File: src/rtl/sprite_motion_ctrl.sv
// sprite_motion_ctrl
//   Per-frame position controller for the green box drawn by the VGA pixel
//   stage. On an accepted frame_tick it computes new horizontal bounds
//   (CALC_H), then vertical bounds (CALC_V), and commits all four edges,
//   both directions and the bounce pulses in one cycle (COMMIT). Until then
//   the scan keeps seeing the previous box.
//
//   Optional build macro: FRAME_SKIP_EN
//     When defined, only every FRAME_DIV-th accepted frame_tick moves the box.
//
// Ports
//   clk, rst           clock, asynchronous active-high reset
//   frame_tick         one-clk frame-start strobe
//   run                0 freezes motion
//   step_h, step_v     pixels / lines per move (0..7)
//   dir_load           load dir_h_in / dir_v_in (IDLE only)
//   dir_h_in, dir_v_in 1 = right / down
//   left_pos..down_pos inclusive box bounds
//   dir_h, dir_v       committed direction
//   bounce_h, bounce_v one-clk pulse with a committed bounce
//   update_done        one-clk pulse when new values first appear
//   overrun            sticky: frame_tick arrived while busy
module sprite_motion_ctrl #(
  parameter int H_MIN     = 144,
  parameter int H_MAX     = 783,
  parameter int V_MIN     = 31,
  parameter int V_MAX     = 510,
  parameter int BOX_W     = 160,
  parameter int BOX_H     = 120,
  parameter int INIT_LEFT = 384,
  parameter int INIT_UP   = 391
`ifdef FRAME_SKIP_EN
  ,
  parameter int FRAME_DIV = 4
`endif
) (
  input  logic       clk,
  input  logic       rst,
  input  logic       frame_tick,
  input  logic       run,
  input  logic [2:0] step_h,
  input  logic [2:0] step_v,
  input  logic       dir_load,
  input  logic       dir_h_in,
  input  logic       dir_v_in,
  output logic [9:0] left_pos,
  output logic [9:0] right_pos,
  output logic [9:0] up_pos,
  output logic [9:0] down_pos,
  output logic       dir_h,
  output logic       dir_v,
  output logic       bounce_h,
  output logic       bounce_v,
  output logic       update_done,
  output logic       overrun
);

  typedef enum logic [1:0] {IDLE, CALC_H, CALC_V, COMMIT} state_t;

  localparam logic [10:0] HMIN_11 = 11'(H_MIN);
  localparam logic [10:0] HMAX_11 = 11'(H_MAX);
  localparam logic [10:0] VMIN_11 = 11'(V_MIN);
  localparam logic [10:0] VMAX_11 = 11'(V_MAX);

  localparam logic [9:0] H_LO_L = 10'(H_MIN);
  localparam logic [9:0] H_LO_R = 10'(H_MIN + BOX_W - 1);
  localparam logic [9:0] H_HI_L = 10'(H_MAX - BOX_W + 1);
  localparam logic [9:0] H_HI_R = 10'(H_MAX);
  localparam logic [9:0] V_LO_U = 10'(V_MIN);
  localparam logic [9:0] V_LO_D = 10'(V_MIN + BOX_H - 1);
  localparam logic [9:0] V_HI_U = 10'(V_MAX - BOX_H + 1);
  localparam logic [9:0] V_HI_D = 10'(V_MAX);

  localparam logic [9:0] RST_L = 10'(INIT_LEFT);
  localparam logic [9:0] RST_R = 10'(INIT_LEFT + BOX_W - 1);
  localparam logic [9:0] RST_U = 10'(INIT_UP);
  localparam logic [9:0] RST_D = 10'(INIT_UP + BOX_H - 1);

`ifdef FRAME_SKIP_EN
  localparam int unsigned CNT_W = (FRAME_DIV > 1) ? $clog2(FRAME_DIV) : 1;
  localparam logic [CNT_W-1:0] CNT_LAST = CNT_W'(FRAME_DIV - 1);
  logic [CNT_W-1:0] r_frame_cnt;
`endif

  state_t     r_state;
  // Working directions: loaded by dir_load and advanced during the calc
  // states; the dir_h/dir_v outputs only follow them at COMMIT.
  logic       r_dir_h;
  logic       r_dir_v;
  logic [9:0] r_left_nx;
  logic [9:0] r_right_nx;
  logic [9:0] r_up_nx;
  logic [9:0] r_down_nx;
  logic       r_bh_nx;
  logic       r_bv_nx;

  logic [10:0] w_r_cand;
  logic [10:0] w_l_lim;
  logic [10:0] w_d_cand;
  logic [10:0] w_u_lim;
  logic [9:0]  w_left_h;
  logic [9:0]  w_right_h;
  logic [9:0]  w_up_v;
  logic [9:0]  w_down_v;
  logic        w_bh;
  logic        w_bv;

  // Horizontal candidate; the "<= MIN+step" test keeps left_pos-step from
  // ever going below the bound, so the subtraction cannot wrap.
  always_comb begin
    w_r_cand  = {1'b0, right_pos} + {8'b0, step_h};
    w_l_lim   = HMIN_11 + {8'b0, step_h};
    w_bh      = 1'b0;
    w_left_h  = left_pos;
    w_right_h = right_pos;
    if (r_dir_h) begin
      if (w_r_cand >= HMAX_11) begin
        w_bh      = 1'b1;
        w_left_h  = H_HI_L;
        w_right_h = H_HI_R;
      end else begin
        w_left_h  = left_pos + {7'b0, step_h};
        w_right_h = w_r_cand[9:0];
      end
    end else begin
      if ({1'b0, left_pos} <= w_l_lim) begin
        w_bh      = 1'b1;
        w_left_h  = H_LO_L;
        w_right_h = H_LO_R;
      end else begin
        w_left_h  = left_pos - {7'b0, step_h};
        w_right_h = right_pos - {7'b0, step_h};
      end
    end
  end

  always_comb begin
    w_d_cand = {1'b0, down_pos} + {8'b0, step_v};
    w_u_lim  = VMIN_11 + {8'b0, step_v};
    w_bv     = 1'b0;
    w_up_v   = up_pos;
    w_down_v = down_pos;
    if (r_dir_v) begin
      if (w_d_cand >= VMAX_11) begin
        w_bv     = 1'b1;
        w_up_v   = V_HI_U;
        w_down_v = V_HI_D;
      end else begin
        w_up_v   = up_pos + {7'b0, step_v};
        w_down_v = w_d_cand[9:0];
      end
    end else begin
      if ({1'b0, up_pos} <= w_u_lim) begin
        w_bv     = 1'b1;
        w_up_v   = V_LO_U;
        w_down_v = V_LO_D;
      end else begin
        w_up_v   = up_pos - {7'b0, step_v};
        w_down_v = down_pos - {7'b0, step_v};
      end
    end
  end

  always_ff @(posedge clk or posedge rst) begin
    if (rst) begin
      r_state     <= IDLE;
      r_dir_h     <= 1'b1;
      r_dir_v     <= 1'b0;
      r_left_nx   <= RST_L;
      r_right_nx  <= RST_R;
      r_up_nx     <= RST_U;
      r_down_nx   <= RST_D;
      r_bh_nx     <= 1'b0;
      r_bv_nx     <= 1'b0;
      left_pos    <= RST_L;
      right_pos   <= RST_R;
      up_pos      <= RST_U;
      down_pos    <= RST_D;
      dir_h       <= 1'b1;
      dir_v       <= 1'b0;
      bounce_h    <= 1'b0;
      bounce_v    <= 1'b0;
      update_done <= 1'b0;
      overrun     <= 1'b0;
`ifdef FRAME_SKIP_EN
      r_frame_cnt <= '0;
`endif
    end else begin
      bounce_h    <= 1'b0;
      bounce_v    <= 1'b0;
      update_done <= 1'b0;

      if (frame_tick && run && (r_state != IDLE)) begin
        overrun <= 1'b1;
      end

`ifdef FRAME_SKIP_EN
      if (!run) begin
        r_frame_cnt <= '0;
      end
`endif

      case (r_state)
        IDLE: begin
          if (dir_load) begin
            r_dir_h <= dir_h_in;
            r_dir_v <= dir_v_in;
          end
          if (frame_tick && run) begin
`ifdef FRAME_SKIP_EN
            if (r_frame_cnt == CNT_LAST) begin
              r_frame_cnt <= '0;
              r_state     <= CALC_H;
            end else begin
              r_frame_cnt <= r_frame_cnt + CNT_W'(1);
            end
`else
            r_state <= CALC_H;
`endif
          end
        end
        CALC_H: begin
          r_left_nx  <= w_left_h;
          r_right_nx <= w_right_h;
          r_bh_nx    <= w_bh;
          r_dir_h    <= r_dir_h ^ w_bh;
          r_state    <= CALC_V;
        end
        CALC_V: begin
          r_up_nx   <= w_up_v;
          r_down_nx <= w_down_v;
          r_bv_nx   <= w_bv;
          r_dir_v   <= r_dir_v ^ w_bv;
          r_state   <= COMMIT;
        end
        COMMIT: begin
          left_pos    <= r_left_nx;
          right_pos   <= r_right_nx;
          up_pos      <= r_up_nx;
          down_pos    <= r_down_nx;
          dir_h       <= r_dir_h;
          dir_v       <= r_dir_v;
          bounce_h    <= r_bh_nx;
          bounce_v    <= r_bv_nx;
          update_done <= 1'b1;
          r_state     <= IDLE;
        end
        default: r_state <= IDLE;
      endcase
    end
  end

endmodule

File: config.mk
export PLATFORM = sky130hd
export DESIGN_NAME = sprite_motion_ctrl
export DESIGN_NICKNAME = d
export VERILOG_FILES = /design/src/rtl/sprite_motion_ctrl.sv
export SDC_FILE = /design/constraint.sdc
export NUM_CORES = 1
export LEC_CHECK = 0
export BUFFER_PORTS_ARGS = -buffer_cell sky130_fd_sc_hd__clkbuf_2
export CAP_MARGIN = 20
export CORE_ASPECT_RATIO = 0.8
export CORE_MARGIN = 8
export CORE_UTILIZATION = 53
export DETAILED_ROUTE_END_ITERATION = 10
export GPL_TIMING_DRIVEN = 0
export PLACE_DENSITY_LB_ADDON = 0.25
export SLEW_MARGIN = 20
export SYNTH_ARGS = -nofsm -noshare
export SYNTH_HDL_FRONTEND = slang
export SYNTH_SLANG_ARGS = --single-unit
File: constraint.sdc
create_clock -name clk -period 4.83 [get_ports clk]
set_input_delay 0.2415 -clock clk [delete_from_list [all_inputs] [get_ports clk]]
set_output_delay 0.2415 -clock clk [all_outputs]
set_load 0.01 [all_outputs]
* Word level (Yosys, flattened, before mapping)
Cells that the tools add are included.
** Word-level totals
- Register bits :: 92
** Cells by class
- Equal/unequal tests :: 5
- Reduce and logical (&&, ||, !) cells :: 8
- Muxes and demuxes :: 27
- $add $sub $neg :: 10
- Order comparisons :: 4
- Bitwise gates (word level) :: 2
** Operator list (number)
- $mux 10 :: 12
- $sub 10x3->10 :: 4
- $add 10x3->11 :: 2
- $add 10x3->10 :: 2
- $ge 11x10->1 const B :: 1
- $ge 11x9->1 const B :: 1
- $mux 1 :: 11
- $le 10x6->1 :: 1
- $le 10x9->1 :: 1
- $add 8x3->9 const A :: 1
- $pmux 2 s4 :: 1
- $add 5x3->6 const A :: 1
- $reduce_bool 2->1 :: 3
- $eq 2x2->1 const B :: 2
- $ne 2x2->1 const B :: 2
- $pmux 1 s2 :: 2
- $reduce_and 2->1 :: 2
- $eq 2x1->1 const B :: 1
- $logic_and 1x1->1 :: 2
- $logic_not 2->1 :: 1
- $mux 2 :: 1
- $xor 1x1->1 :: 2

* Logic depth before layout (Yosys ltp)
- Depth after elaboration :: 6
- Mapped depth :: 11

* Worst setup path after synthesis
OpenSTA, ideal clock, no wires.
- Kind :: flip-flop to flip-flop
- From :: register right_pos[0]
- To :: register r_left_nx[4]
- Cell stages (with the launch flop) :: 10
- Arrival time :: 2.495 ns
- Data required time :: 4.690 ns
- Setup slack :: 2.195 ns
- Path buffers :: 0
- Period minus slack after synthesis :: 2.635 ns
- Library setup time :: 0.140 ns
- Cells stage by stage :: dfstp_2 ha_1 inv_1 fa_1 o21bai_1 nand3_1 a21oi_1 o2111ai_2 a2111oi_0 a211oi_1
** On the way
- Longest elaborated chain between the ends :: 4
** Ends and longest elaborated chain
- start: declaration :: RTL line 47 : output logic [9:0] right_pos,
- start signal: assignment :: RTL line 238 : right_pos <= r_right_nx;
- $add 10x3->11 :: RTL line 111 : w_r_cand = {1'b0, right_pos} + {8'b0, step_h};
- $ge 11x10->1 :: RTL line 117 : if (w_r_cand >= HMAX_11) begin
- $mux 10 :: RTL line 117
- $mux 10 :: RTL line 116 : if (r_dir_h) begin
- end signal: assignment :: RTL line 223 : r_left_nx <= w_left_h;
- end: declaration :: RTL line 90 : logic [9:0] r_left_nx;
No other way between the ends.
A chain may end at the register's enable or synchronous reset.

* Worst setup path in the final report
Ends and elaborated chain as after synthesis.

==> impl_metrics.yaml <==
sta:
  rsz0062_at_grt: "no"
  final-max-slew-violation-count: 0
  fmax_ghz: 0.3147
  slew_headroom_pct: 44.90
  fin_crit_sh_pct: 65.79
  hold_violations: 0
  finalWorstSetupSlack_ns: 1.652
  setup_violations: 0
  fin_crit_ns: 3.178
  finalSetupTns_ns: 0
  clock_skew_ns: 0.006584
  worstMarginPinSlew_ns: 0.8265
yosys:
  synthTopCellsByArea: "dfrtp_1 (19%), dfstp_2 (19%), ha_1 (7.3%), mux2_2 (6.2%), xnor2_1 (4.3%)"
  synth_common_cells: "dfrtp_1 (48), nand2_1 (46), nor2_1 (46)"
  synthAdderAreaFrac_pct: 9.889
  synth.net_count: 682
  synth-seq-cells: 92
  synthFlopType: "dfrtp_1"
  synth_compound_area_share_pct: 16.17
  synth_cell_type_count: 85
  muxShareOfSynthArea_pct: 6.687
  synthSimpleGateAreaFrac_pct: 16.23
  synth_seq_area_share_pct: 38.18
  synth_top_area_share_pct: 19.45
  postSynthAreaPerCell_um2: 9.879
  synthArstFlopShare_pct: 100.0
  synth_xor_area_share_pct: 7.801
  yosysTopAreaCell: "dfrtp_1"
  synthesis.area_um2: 6175
  synth_top_family_by_area: "simple AND/OR/NAND/NOR gates"
  post-synth-top-count-cell: "dfrtp_1"
  synth_cells: 625
  synth-edff-count: 0
  ys_warn_count: 0
detailed_routing:
  vias: 5091
  antenna_left: 0
  drt_iter0_markers: 475
  vias_per_cell: 5.996
  wl_per_cell_um: 19.28
  first_pass_iters: 5
  routed_wl_mm: 16.37
  drc: 0
pwr:
  clockPowerShare_pct: 13.1
  p_sw_w: 0.002280
  internal_power_w: 0.002735
  power_w: 0.005015
  p_per_area_nw_per_um2: 720.0
  combPwrFrac_pct: 56.6
  peakVddDrop_mv: 0.2998
  leakagePower_nw: 2.978
  switching_share_pct: 45.47
  pwr-share-seq_pct: 30.2
grt:
  grt_pass1_wl_mm: 26.76
  first_global_vias: 5067
  track_usage_pct: 21.86
  grt_start_max_net_pins: 58
  gr-total-overflow: 0
  antenna_found_initial: 0
cells_and_area:
  area_growth_pct: 12.81
  diodes: 0
  drive_above_1_share_pct: 25.96
  nNetsFinal: 753
  utilization_pct: 60.94
floorplanning:
  dieArea_um2: 15380
  die_h_um: 112.5
  core_area_um2: 11430
  io_pins: 59
  die_w_um: 136.7
  rows: 35
  initial_utilization_pct: 54.02
placed_design:
  gp_congestion: 0.9256
  numPortBuffers: 58
  dpl.hpwl_mm: 12.11
  pre_cts_ws_ns: 1.720
worst_setup_path:
  critical_path_class: "flop to flop"
  worstSetupEndpointType: "flop"
  crit_fanout: 8
  arrival_ns: 3.36
  cp.required_ns: 5.02
  startpoint_type: "flop"
hold_path:
  hold_class: "input port to flop"
flow_run:
  drv_cap: 0
clock_network:
  cts_root_buffer: "clkbuf_16"
  path_clk_slew_ns: 0.07
  cts_setup_buffers: 0
  clock-sinks: 92
  cts_max_level: 3
  hold_buffers: 1
  cts_resized: 0
  cts_buffer_depth: 2
  cts_tree: "built"
  clock_latency_ns: 0.35
  numCtsBuffers: 9
outcome:
  status: "completed"
==> critical path: stages, from the launching register on <==
cell and delay, ns:
dfstp_2 0.56, ha_1 0.16, inv_1 0.05, fa_1 0.41, o21bai_1 0.48, nand3_1 0.14, a21oi_1 0.25, o2111ai_2 0.26
a2111oi_0 0.56, a211oi_1 0.15
==> worst paths after layout <==
| check | from | end | slack, ns | cells after the start |
|---|---|---|---|---|
| setup / recovery | right_pos[0] | r_left_nx[4] | 1.65 | 9 |
| max in group asynchronous | rst | r_up_nx[2] | 3.65 | 4 |
| setup reg to reg | right_pos[0] | r_left_nx[4] | 1.65 | 9 |
| hold / removal | run | overrun | 0.18 | 3 |
| min in group asynchronous | rst | down_pos[0] | 0.48 | 3 |
| hold reg to reg | r_right_nx[7] | r_right_nx[7] | 0.48 | 1 |
==> power groups by stage <==
stage | clock network, W | registers, W | logic, W
final | 0.000658 | 0.00152 | 0.00284
after global routing | 0.000708 | 0.00156 | 0.00311
after CTS | 0.000673 | 0.00151 | 0.00281
after detailed placement | 0 | 0.00152 | 0.00278
after global placement | 0 | 0.00150 | 0.00272
after floorplan | 0 | 0.00152 | 0.00197
==> final cells by class <==
class                   instances  area [µm²]
repair buffers                 60       327.8
well taps                     148       185.2
plain buffers                  38       195.2
clock inverters                 6       40.04
clock buffers                  10       229.0
multi-input cells             464        3512
fillers                       939        4464
inverters                      31       118.9
flip-flops and latches         92        2357
==> sequential cells by signal (all words and copies together), names as in the netlist <==
name         count
down_pos        10
left_pos        10
r_down_nx       10
r_left_nx       10
r_right_nx      10
r_up_nx         10
right_pos       10
up_pos          10
r_state          2
bounce_h         1
bounce_v         1
dir_h            1
dir_v            1
overrun          1
r_bh_nx          1
r_bv_nx          1
r_dir_h          1
r_dir_v          1
update_done      1
==> metrics by stage <==
| stage | cells | instance area (µm²) | hold slack, ns |
|---|---|---|---|
| 2_1_floorplan | 625 | 6175 | 0.4149 |
| 3_3_place_gp | 831 | 6650 | 0.4609 |
| 3_5_place_dp | 832 | 6680 | 0.3014 |
| 4_1_cts | 849 | 6959 | 0.1817 |
| 5_1_grt | 849 | 6965 | 0.2140 |
| 6_report | 849 | 6965 | 0.1838 |
==> cells in the final DEF (no fill, tap or decap), types with 30 or more instances in the layout <==
master / n
o21ai_0: 32
nor2_1: 46
nand2_1: 46
mux2_2: 34
ha_1: 36
dfrtp_1: 48
clkbuf_2: 59
dfstp_2: 44
xnor2_1: 30
==> cells by family (layout without fill, tap and decap cells) <==
logic type / after synthesis / in the layout
AND/OR/NAND/NOR: 192 / 192
adder cells (fa/ha/maj): 44 / 44
multiplexers: 37 / 37
XOR/XNOR: 55 / 55
AO/OA/AOI/OAI: 136 / 136
flip-flops: 92 / 92
buffers and inverters: 69 / 145
==> metal layers <==
layer  up-vias  track usage, %  part of all wire [%]
met5         -               0                     0
met3        21           4.732                   6.8
li1       2366               -                     -
met1      2525           31.85                    48
met4         0           4.529                   1.1
met2       179           32.37                    44
No activity file was read; power rests on OpenSTA's default activity.
